==> src/rtl/dual_port_ram_arbiter.sv <==
// Round-robin arbiter sharing both ports of one dual-port RAM among requesters A, B and C.
// Up to two conflict-free accesses are granted per cycle; read data returns one cycle later.
module dual_port_ram_arbiter #(
  parameter int IN_DATA_WIDTH = 8,
  parameter int ADDR_WIDTH    = 6
) (
  input  logic                     CLK,
  input  logic                     RST,
  input  logic                     Req_A,
  input  logic                     WE_A,
  input  logic [ADDR_WIDTH-1:0]    Address_A,
  input  logic [IN_DATA_WIDTH-1:0] Data_A,
  input  logic                     Req_B,
  input  logic                     WE_B,
  input  logic [ADDR_WIDTH-1:0]    Address_B,
  input  logic [IN_DATA_WIDTH-1:0] Data_B,
  input  logic                     Req_C,
  input  logic                     WE_C,
  input  logic [ADDR_WIDTH-1:0]    Address_C,
  input  logic [IN_DATA_WIDTH-1:0] Data_C,
  output logic                     Gnt_A,
  output logic                     Gnt_B,
  output logic                     Gnt_C,
  output logic                     Rd_Valid_A,
  output logic                     Rd_Valid_B,
  output logic                     Rd_Valid_C,
  output logic [IN_DATA_WIDTH-1:0] Rd_Data_A,
  output logic [IN_DATA_WIDTH-1:0] Rd_Data_B,
  output logic [IN_DATA_WIDTH-1:0] Rd_Data_C,
  output logic [ADDR_WIDTH-1:0]    Address_1,
  output logic [ADDR_WIDTH-1:0]    Address_2,
  output logic [IN_DATA_WIDTH-1:0] Data_1,
  output logic [IN_DATA_WIDTH-1:0] Data_2,
  output logic                     WE_1,
  output logic                     WE_2,
  input  logic [IN_DATA_WIDTH-1:0] Output_1,
  input  logic [IN_DATA_WIDTH-1:0] Output_2
);

  logic [2:0]               req;
  logic [2:0]               we;
  logic [ADDR_WIDTH-1:0]    addr [3];
  logic [IN_DATA_WIDTH-1:0] wdata [3];
  logic [1:0]               ord [3];
  logic [1:0]               search_idx;
  logic [2:0]               gnt;
  logic [2:0]               port2_sel;
  logic                     first_found;
  logic                     second_found;
  logic [1:0]               first_idx;
  logic [1:0]               second_idx;
  logic [1:0]               ptr_q, ptr_d;
  logic [2:0]               rd_valid_q, rd_valid_d;
  logic [2:0]               rd_port_q, rd_port_d;

  function automatic logic [1:0] next_idx(input logic [1:0] idx);
    return (idx == 2'd2) ? 2'd0 : idx + 2'd1;
  endfunction

  assign req      = {Req_C, Req_B, Req_A};
  assign we       = {WE_C, WE_B, WE_A};
  assign addr[0]  = Address_A;
  assign addr[1]  = Address_B;
  assign addr[2]  = Address_C;
  assign wdata[0] = Data_A;
  assign wdata[1] = Data_B;
  assign wdata[2] = Data_C;

  always_comb begin
    ord[0] = ptr_q;
    ord[1] = next_idx(ptr_q);
    ord[2] = next_idx(next_idx(ptr_q));
  end

  // Later candidates are only ever checked against the port-1 winner, so a conflicting
  // second candidate simply yields its slot to the third one.
  always_comb begin
    gnt          = '0;
    port2_sel    = '0;
    first_found  = 1'b0;
    second_found = 1'b0;
    first_idx    = '0;
    second_idx   = '0;
    search_idx   = '0;
    for (int i = 0; i < 3; i++) begin
      search_idx = ord[i];
      if (RST && req[search_idx]) begin
        if (!first_found) begin
          first_found       = 1'b1;
          first_idx         = search_idx;
          gnt[search_idx]   = 1'b1;
        end else if (!second_found &&
                     !((addr[search_idx] == addr[first_idx]) &&
                       (we[search_idx] || we[first_idx]))) begin
          second_found          = 1'b1;
          second_idx            = search_idx;
          gnt[search_idx]       = 1'b1;
          port2_sel[search_idx] = 1'b1;
        end
      end
    end
  end

  always_comb begin
    WE_1      = first_found & we[first_idx];
    Address_1 = first_found ? addr[first_idx] : '0;
    Data_1    = first_found ? wdata[first_idx] : '0;
    WE_2      = second_found & we[second_idx];
    Address_2 = second_found ? addr[second_idx] : '0;
    Data_2    = second_found ? wdata[second_idx] : '0;
  end

  assign Gnt_A = gnt[0];
  assign Gnt_B = gnt[1];
  assign Gnt_C = gnt[2];

  always_comb begin
    rd_valid_d = gnt & ~we;
    rd_port_d  = port2_sel & ~we;
    if (second_found) begin
      ptr_d = next_idx(second_idx);
    end else if (first_found) begin
      ptr_d = next_idx(first_idx);
    end else begin
      ptr_d = ptr_q;
    end
  end

  always_ff @(posedge CLK or negedge RST) begin
    if (!RST) begin
      ptr_q      <= '0;
      rd_valid_q <= '0;
      rd_port_q  <= '0;
    end else begin
      ptr_q      <= ptr_d;
      rd_valid_q <= rd_valid_d;
      rd_port_q  <= rd_port_d;
    end
  end

  // Read data is steered by the port each read used and forced to zero when not valid.
  always_comb begin
    Rd_Valid_A = rd_valid_q[0];
    Rd_Valid_B = rd_valid_q[1];
    Rd_Valid_C = rd_valid_q[2];
    Rd_Data_A  = rd_valid_q[0] ? (rd_port_q[0] ? Output_2 : Output_1) : '0;
    Rd_Data_B  = rd_valid_q[1] ? (rd_port_q[1] ? Output_2 : Output_1) : '0;
    Rd_Data_C  = rd_valid_q[2] ? (rd_port_q[2] ? Output_2 : Output_1) : '0;
  end

endmodule

==> config.mk <==
export PLATFORM = sky130hd
export DESIGN_NAME = dual_port_ram_arbiter
export DESIGN_NICKNAME = d
export VERILOG_FILES = /design/src/rtl/dual_port_ram_arbiter.sv
export SDC_FILE = /design/constraint.sdc
export NUM_CORES = 1
export LEC_CHECK = 0
export CORE_UTILIZATION = 43
export DETAILED_ROUTE_END_ITERATION = 10
export PLACE_DENSITY = 0.91
export SLEW_MARGIN = 10
export SYNTH_ARGS = -nofsm -noshare
export SYNTH_HDL_FRONTEND = slang
export SYNTH_SLANG_ARGS = --single-unit
==> constraint.sdc <==
create_clock -name CLK -period 5.5 [get_ports CLK]
set_clock_uncertainty 0.1 [all_clocks]
set_input_delay 1.1 -clock CLK [delete_from_list [all_inputs] [get_ports CLK]]
set_output_delay 1.1 -clock CLK [all_outputs]
set_load 0.01 [all_outputs]
== Yosys cells after proc, flatten, opt, wreduce, memory -nomap -nowiden ==
Index checks and enable logic that the tools add are counted.

* Register bits after elaboration: 8
* Latch bits: 0
* Memory bits (writable): 0
* Memory bits (read-only): 0
* Input port bits: 66
* Word-level logic and storage cells: 154
* Memories kept: 0

* $add $sub $neg: 4
* Multiply operators: 0
* Div/mod/pow operators: 0
* Order comparisons: 16
* Equal/unequal tests: 6
* Shifts and indexed selects: 0
* Multiplexer cells: 97
* Bitwise gates (word level): 14
* Reductions and logical operators: 14

{| class="wikitable"
|+ Operators with widths
! operator !! count
|-
| $mux W8 || 12
|-
| $mux W6 || 14
|-
| $bmux W6 S2 || 6
|-
| $mux W3 || 13
|-
| $mux W2 || 17
|-
| $bmux W8 S2 || 2
|-
| $lt A2 B3 Y1 const B || 7
|-
| $mux W1 || 21
|-
| $bmux W1 S2 || 9
|-
| $ge A3 B3 Y1 const B || 6
|-
| $not A2 Y3 || 6
|-
| $eq A6 B6 Y1 || 2
|-
| $logic_and A1 B1 Y1 || 9
|-
| $or A3 B3 Y3 || 3
|-
| $add A2 B1 Y2 const B || 4
|-
| $eq A2 B2 Y1 const B || 4
|-
| $and A3 B3 Y3 || 2
|-
| $demux W1 S2 || 3
|-
| $ge A2 B1 Y1 const B || 3
|-
| $not A3 Y3 || 1
|-
| $and A1 B1 Y1 || 2
|-
| $logic_not A1 Y1 || 2
|-
| $logic_or A1 B1 Y1 || 2
|-
| $reduce_bool A2 Y1 || 1
|}

== Longest topological paths before layout ==
Gate-level depths: netlist of run 1.

* Word-level depth: 23
* Depth in mapped cells: 14

== Worst setup path before layout of run 1 ==
OpenSTA, ideal clock, no wires.

* Kind: in2out
* From: input port Req_B
* To: output port Address_2[1]
* Arrival time: 3.641 ns
* Required time: 4.300 ns
* Setup slack: 0.659 ns
* Stages: 12
* Cell sequence: buf_2 -> nand2_1 -> mux2i_1 -> mux2_2 -> a211oi_1 -> nand4_1 -> and2_0 -> clkbuf_1 -> o31ai_2 -> clkbuf_1 -> nand3_1 -> a22oi_1

* Longest elaborated chain between the ends: 23
* Elaborated cells between the ends (all ways): 52
* Those cells by class: eq/ne (2); mux (37); bitwise (3); reduce/logical (10)

{| class="wikitable"
|+ RTL lines
! element !! line !! source
|-
| from (decl) || 13 || <nowiki>input logic Req_B,</nowiki>
|-
| $bmux W1 S2 || 87 || <nowiki>if (RST && req[search_idx]) begin</nowiki>
|-
| $mux W1 (implied by the code) || 87 ||
|-
| $logic_and A1 B1 Y1 || 87 ||
|-
| $mux W2 || 87 ||
|-
| $not A2 Y3 (implied by the code) || 93 || <nowiki>!((addr[search_idx] == addr[first_idx]) &&</nowiki>
|-
| $bmux W6 S2 || 93 ||
|-
| $mux W6 (implied by the code) (2 in series) || 93 ||
|-
| $eq A6 B6 Y1 || 93 ||
|-
| (+5 left out) || n/a ||
|-
| $logic_and A1 B1 Y1 || 92 || <nowiki>end else if (!second_found &&</nowiki>
|-
| $mux W2 || 92 ||
|-
| $mux W2 || 88 || <nowiki>if (!first_found) begin</nowiki>
|-
| $mux W2 || 87 ||
|-
| $not A2 Y3 (implied by the code) || 109 || <nowiki>Address_2 = second_found ? addr[second_idx] : '0;</nowiki>
|-
| $bmux W6 S2 || 109 ||
|-
| $mux W6 (implied by the code) (2 in series) || 109 ||
|-
| $mux W6 (*) || 109 ||
|-
| to (decl) || 31 || <nowiki>output logic [ADDR_WIDTH-1:0] Address_2,</nowiki>
|}

Mark *: on every way between the ends. The rest lies on a longest branch, timed or not. The select of a mux whose other input is x is not followed.

== Worst setup path in the final report of run 1 ==
* From: input port Req_B
* To: output port WE_2

* Longest elaborated chain between the ends: 21
* Elaborated cells between the ends (all ways): 50
* Those cells by class: eq/ne (2); mux (35); bitwise (3); reduce/logical (10)

{| class="wikitable"
|+ RTL lines
! element !! line !! source
|-
| $bmux W1 S2 || 87 ||
|-
| $mux W1 (implied by the code) || 87 ||
|-
| $logic_and A1 B1 Y1 || 87 ||
|-
| $mux W2 || 87 ||
|-
| $not A2 Y3 (implied by the code) || 93 ||
|-
| $bmux W6 S2 || 93 ||
|-
| $mux W6 (implied by the code) (2 in series) || 93 ||
|-
| $eq A6 B6 Y1 || 93 ||
|-
| (+4 left out) || n/a ||
|-
| $logic_not A1 Y1 || 92 ||
|-
| $logic_and A1 B1 Y1 || 92 ||
|-
| $mux W2 || 92 ||
|-
| $mux W2 || 88 ||
|-
| $mux W2 || 87 ||
|-
| $bmux W1 S2 || 108 || <nowiki>WE_2 = second_found & we[second_idx];</nowiki>
|-
| $mux W1 (implied by the code) || 108 ||
|-
| $and A1 B1 Y1 (*) || 108 ||
|-
| to (decl) || 35 || <nowiki>output logic WE_2,</nowiki>
|}

Marks and branches as above.

==> results.toml, run 1 <==
[run_status]
outcome = "complete, no violations"

[setup_path]
crit_arrival_ns = 4.27
r2r-end = "ptr_q[1]"
r2r_slack_ns = 1.79
worstRegToRegCells = 11
r2r_start = "ptr_q[1]"
critPathMaxFanout = 6
cp_data_required_time_ns = 4.30
cp-end-kind = "output pin"
start_kind = "primary input"
crit_type = "in -> out"

[layout]
area_growth_syn_to_layout_pct = 68.3
n_antenna_cell = 0
fillers = 419
drive_gt1_share_pct = 20.0
mostFrequentLayoutCells = "clkdlybuf4s50_1 (105), buf_4 (72), mux2i_1 (67)"
final_util_pct = 76.0
final_cells = 615
final_common_cell = "clkdlybuf4s50_1"
nNetsFinal = 608

[sta]
fmax_ghz = 0.183
worst_hold_slack_ns = 0.798
period_share_pct = 99.5
relSlewSlack_pct = 41.6
min_period_ns = 5.47
hold_violations = 0
worstMarginPinSlew_ns = 0.876
slew_violations = 0
setup_violations = 0

[job]
cap_violations = 0

[floorplanning]
start_util_pct = 45.1
die_x_um = 81.5
die-area_um2 = 6650
fp-row-count = 28
core_um2 = 6030
floorplan.io_pins = 126
die_height_um = 81.5

[logic_synthesis]
synth_top_area_share_pct = 25.0
synthCells = 373
yosys.area.top_type = "mux2i_1"
ys_ff_latch = 8
synth.area.top_cells = "mux2i_1 (25%), dfrtp_1 (7.4%), nor2b_1 (7.1%), a211oi_1 (6.3%), nor2_1 (4.8%)"
netlist_area_um2 = 2720
synth_edf_count = 0
ys_dominant_reg_cell = "dfrtp_1"
yosysSeqAreaShare_pct = 7.36
synth-async-reset-ratio_pct = 100
synth_cell_types = 54
avgSynthCellArea_um2 = 7.29
yosys_warnings = 0
synth_nets = 439

[route]
wl_met1_um = 4200
avgViaCountPerCell = 6.12
wl_met3_um = 1010
postRouteAntennaNets = 0
wirelength_um = 11100
drt-initial-drc-count = 278
wl_per_cell_um = 18.0
drcViolationCount = 0
dr.pass1.iters = 5
vias = 3766
wl_met2_um = 5460
top_layer_used = "met4"

[placed_design]
dp_cells = 597
dp_hpwl_um = 8130
gp_congestion = 0.949
port_buffers = 125

[global_routing]
grt_pass1_wl_um = 16400
gr-total-overflow = 0
grt_max_degree = 26
grt_pass1_vias = 3575
grt_usage_pct = 31.0
antenna_found_initial = 0

[clocking]
cts-root-buf = "clkbuf_8"
clockBufferDepth = 2
cts_tree = "built"
htreeDepth = 1
hold_buffers = 0
insertion_delay_ns = 0.22
cts_sinks = 8
cts_buffers = 3
cts.clk_slew.worst_paths_ns = 0.04

[power]
p_per_area_nw_per_um2 = 398
power_mw = 1.82
ir_drop_uv = 271
leakagePower_nw = 2.01

[min_path]
hold_path.class = "in -> async"
[layer usage]
layer,vias to the layer above,GRT usage (%)
met2,248,56.3
met5,-,0
met4,0,11.8
li1,1720,-
met1,1758,36.5
met3,40,4.00
[cells by family after synthesis]
logic type / after synthesis / synth area share [%]
AO/OA/AOI/OAI: 101 / 28.1
XOR/XNOR: 18 / 5.80
buffers and inverters: 42 / 6.99
flip-flops: 8 / 7.36
multiplexers: 70 / 25.9
AND/OR/NAND/NOR: 134 / 25.9
[sequential cells by signal (all words and copies together) (netlist names)]
name        count
ptr_q           2
rd_port_q       3
rd_valid_q      3
[how the worst max path moves through the flow]
| stage | start | to | depth (start not counted) |
|---|---|---|---|
| after global placement | RST | WE_2 | 13 |
| final | Req_B | WE_2 | 14 |
| after floorplan | Req_B | Address_2[1] | 12 |
| after global routing | Address_A[1] | Address_2[1] | 14 |
| after detailed placement | RST | Address_2[5] | 13 |
| after CTS | Req_A | Data_2[1] | 13 |
[worst max-delay path, cell delays in order]
cell and delay, ns:
dlygate4sd2_1 0.29, or3b_4 0.44, a21o_1 0.25, a31oi_1 0.19
xnor2_1 0.10, or3_4 0.42, o31ai_4 0.29, buf_4 0.17
nor2_1 0.04, o211ai_2 0.29, buf_6 0.16, buf_4 0.13
a22oi_1 0.09, dlygate4sd2_1 0.31
[final cells by class]
type,instances,area [um2],area share [%]
sequential,8,200,4.37
tap,75,93.8,2.05
clock buffer,3,41.3,0.902
inverter,5,18.8,0.410
timing repair buffer,201,1850,40.4
multi-input combinational,323,2370,51.9
[per-stage QoR]
stage               instance area, um2  setup WS, ns  setup TNS [ns]
global placement                  4380        -0.149           -1.88
detailed placement                4380        -0.253           -3.26
CTS                               4410        0.0228               0
finish                            4580        0.0277               0
floorplan                         2720         0.659               0
global route                      4580       -0.0861          -0.510
[synth_stat cells, types with 2 or more instances]
cell type,number
a211oi_1,23
a21oi_1,16
a221oi_1,3
a22oi_1,7
a22oi_2,9
a31oi_1,7
and2_1,2
and3b_1,2
buf_1,3
buf_2,8
clkbuf_1,23
dfrtp_1,8
inv_1,5
mux2_2,2
mux2i_1,68
nand2_1,16
nand2b_1,8
nand3_1,24
nand3b_1,3
nand4_1,3
nor2_1,35
nor2b_1,31
nor3b_1,2
o21ai_0,16
o221ai_1,3
o41a_1,2
xnor2_1,13
xor2_1,5
[where the power goes]
group          switching [mW]  internal, mW
registers              0.0606        0.0754
clock network          0.0206        0.0472
logic                   0.795         0.822
[what timing repair did]
item	CTS	global route
setup endpoints to repair	17	7
pin swaps	1	4
resized for setup	15	21
buffers inserted	1	14
No activity file was read; power rests on OpenSTA's default activity.
==> inputs of run 2 (changes only) <==
Settings changed: ABC_CLOCK_PERIOD_IN_PS from default to 5500, CORE_UTILIZATION 43 to 38, CTS_CLUSTER_DIAMETER from default to 150, PLACE_DENSITY 0.91 to 0.83.
==> results.toml, run 2 (synthesis gave the netlist of run 1 again) <==
[route]
wirelength_um = 10400
wl_per_cell_um = 16.8
wl_met1_um = 4200
top_layer_used = "met4"
vias = 3525
wl_met2_um = 5190
wl_met3_um = 743
drt-initial-drc-count = 161
avgViaCountPerCell = 5.69
drcViolationCount = 0
dr.pass1.iters = 5
postRouteAntennaNets = 0

[sta]
relSlewSlack_pct = 52.6
fmax_ghz = 0.187
hold_violations = 0
worstMarginPinSlew_ns = 0.711
min_period_ns = 5.36
setup_violations = 0
period_share_pct = 97.4
slew_violations = 0

[setup_path]
start_kind = "primary input"
crit_arrival_ns = 4.16
r2r_start = "ptr_q[0]"
cp_data_required_time_ns = 4.30
crit_type = "in -> out"
cp-end-kind = "output pin"
r2r_slack_ns = 1.95
critPathMaxFanout = 5
r2r-end = "ptr_q[1]"
worstRegToRegCells = 11

[placed_design]
dp_hpwl_um = 8100
place_area_um2 = 4380
port_buffers = 125
gp_congestion = 0.962
dp_cells = 611

[power]
ir_drop_uv = 198
pwr-share-comb_pct = 87.3
swShare_pct = 48.7
p_per_area_nw_per_um2 = 381
leakagePower_nw = 1.92
p_int_mw = 0.882
seqPwrFrac_pct = 8.5
power.share.clock_pct = 4.2
power_switching_mw = 0.838

[global_routing]
gr-total-overflow = 0
grt_max_degree = 33
grt_pass1_vias = 3468
antenna_found_initial = 0
grt_usage_pct = 27.1
grt_pass1_wl_um = 16400

[floorplanning]
die_height_um = 86.6
die_x_um = 86.6
core_um2 = 6870
start_util_pct = 39.6
fp-row-count = 30
die-area_um2 = 7500
floorplan.io_pins = 126

[clocking]
cts_sinks = 8
insertion_delay_ns = 0.24
hold_buffers = 0
cts_buffers = 3
cts-root-buf = "clkbuf_8"
clockBufferDepth = 2
htreeDepth = 1
cts.clk_slew.worst_paths_ns = 0.04
cts_tree = "built"

[layout]
drive_gt1_share_pct = 18.0
seq_area_um2 = 200
n_antenna_cell = 0
final_cells = 619
final_common_cell = "clkdlybuf4s50_1"
fin_area_um2 = 4520
nNetsFinal = 591
multi_input_area_um2 = 2370
area_growth_syn_to_layout_pct = 66.1
fillers = 577
reg_top3 = "rd_port_q (3), rd_valid_q (3), ptr_q (2)"
mostFrequentLayoutCells = "clkdlybuf4s50_1 (107), mux2i_1 (67), buf_4 (52)"

[min_path]
hold_path.class = "in -> async"

[run_status]
outcome = "complete, no violations"

[job]
cap_violations = 0
run 2: changes by cell type in the layout (fill, tap and decap cells not counted), sizes merged:
cell           before  now
buf                76   57
clkbuf              4    7
clkdlybuf4s15       1    0
clkdlybuf4s50     105  107
dlygate4sd2        12   13
dlymetal6s2s        6    3
run 2: metrics by stage:
stage	worst slack, ns	util (%)	TNS [ns]	hold slack [ns]	total power [mW]
finish	0.144	65.8	0	0.806	1.72
global route	-0.00291	65.8	-0.00291	0.823	1.84
CTS	0.0347	64.2	0	1.04	1.66
detailed placement	-0.177	63.8	-2.09	1.03	1.61
global placement	-0.133	63.8	-1.73	1.07	1.59
floorplan	0.659	-	0	0.704	0.969
run 2: repair_timing:
item | CTS | global route
cloned | 0 | 2
buffers inserted | 0 | 3
pin swaps | 2 | 8
gates resized for setup | 19 | 19
setup endpoints to repair | 18 | 18
run 2: per-layer routing:
layer  GRT usage [%]  up-vias
li1                -     1691
met1            32.1     1649
met3            4.00       27
met2            49.4      158
met4            10.2        0
met5               0        -
run 2: power by group through the flow:
stage                     logic [mW]  clock network (mW)  registers, mW
final                           1.50              0.0721          0.145
after global routing            1.62              0.0750          0.151
after global placement          1.45                   0          0.142
after CTS                       1.44              0.0712          0.142
after floorplan                0.873                   0         0.0962
after detailed placement        1.47                   0          0.142
run 2: worst max path at each step:
| stage | from | endpoint | slack [ns] |
|---|---|---|---|
| 3_3_place_gp | Req_B | Address_2[0] | -0.13 |
| 4_1_cts | Req_B | Gnt_A | 0.03 |
| 2_1_floorplan | Req_B | Address_2[1] | 0.66 |
| 6_report | Req_A | WE_2 | 0.14 |
| 5_1_grt | Req_A | Data_2[7] | -0.003 |
| 3_5_place_dp | RST | Address_2[1] | -0.18 |
run 2: critical path, stage by stage:
cell and delay, ns:
clkdlybuf4s50_1 0.42, buf_4 0.16, nor2b_2 0.16, buf_4 0.18
o21ai_0 0.14, a31oi_1 0.12, xnor2_1 0.14, or3_4 0.39
o31ai_4 0.26, o41a_1 0.18, buf_4 0.16, clkbuf_16 0.16
mux2i_2 0.22, a22oi_1 0.08, dlygate4sd2_1 0.29
run 2: cell type report:
type	instances	area share, %
Inverter	5	0.415
Tap cell	96	2.66
Clock buffer	3	0.914
Timing Repair Buffer	184	39.0
Multi-Input combinational cell	323	52.5
Sequential cell	8	4.43
==> inputs of run 3 (changes only) <==
Settings changed: CORE_UTILIZATION 38 to 43, PLACE_DENSITY 0.83 to 0.91.
==> results of run 3 <==
No change in the layout: final DEF, timing and power equal those of run 1.
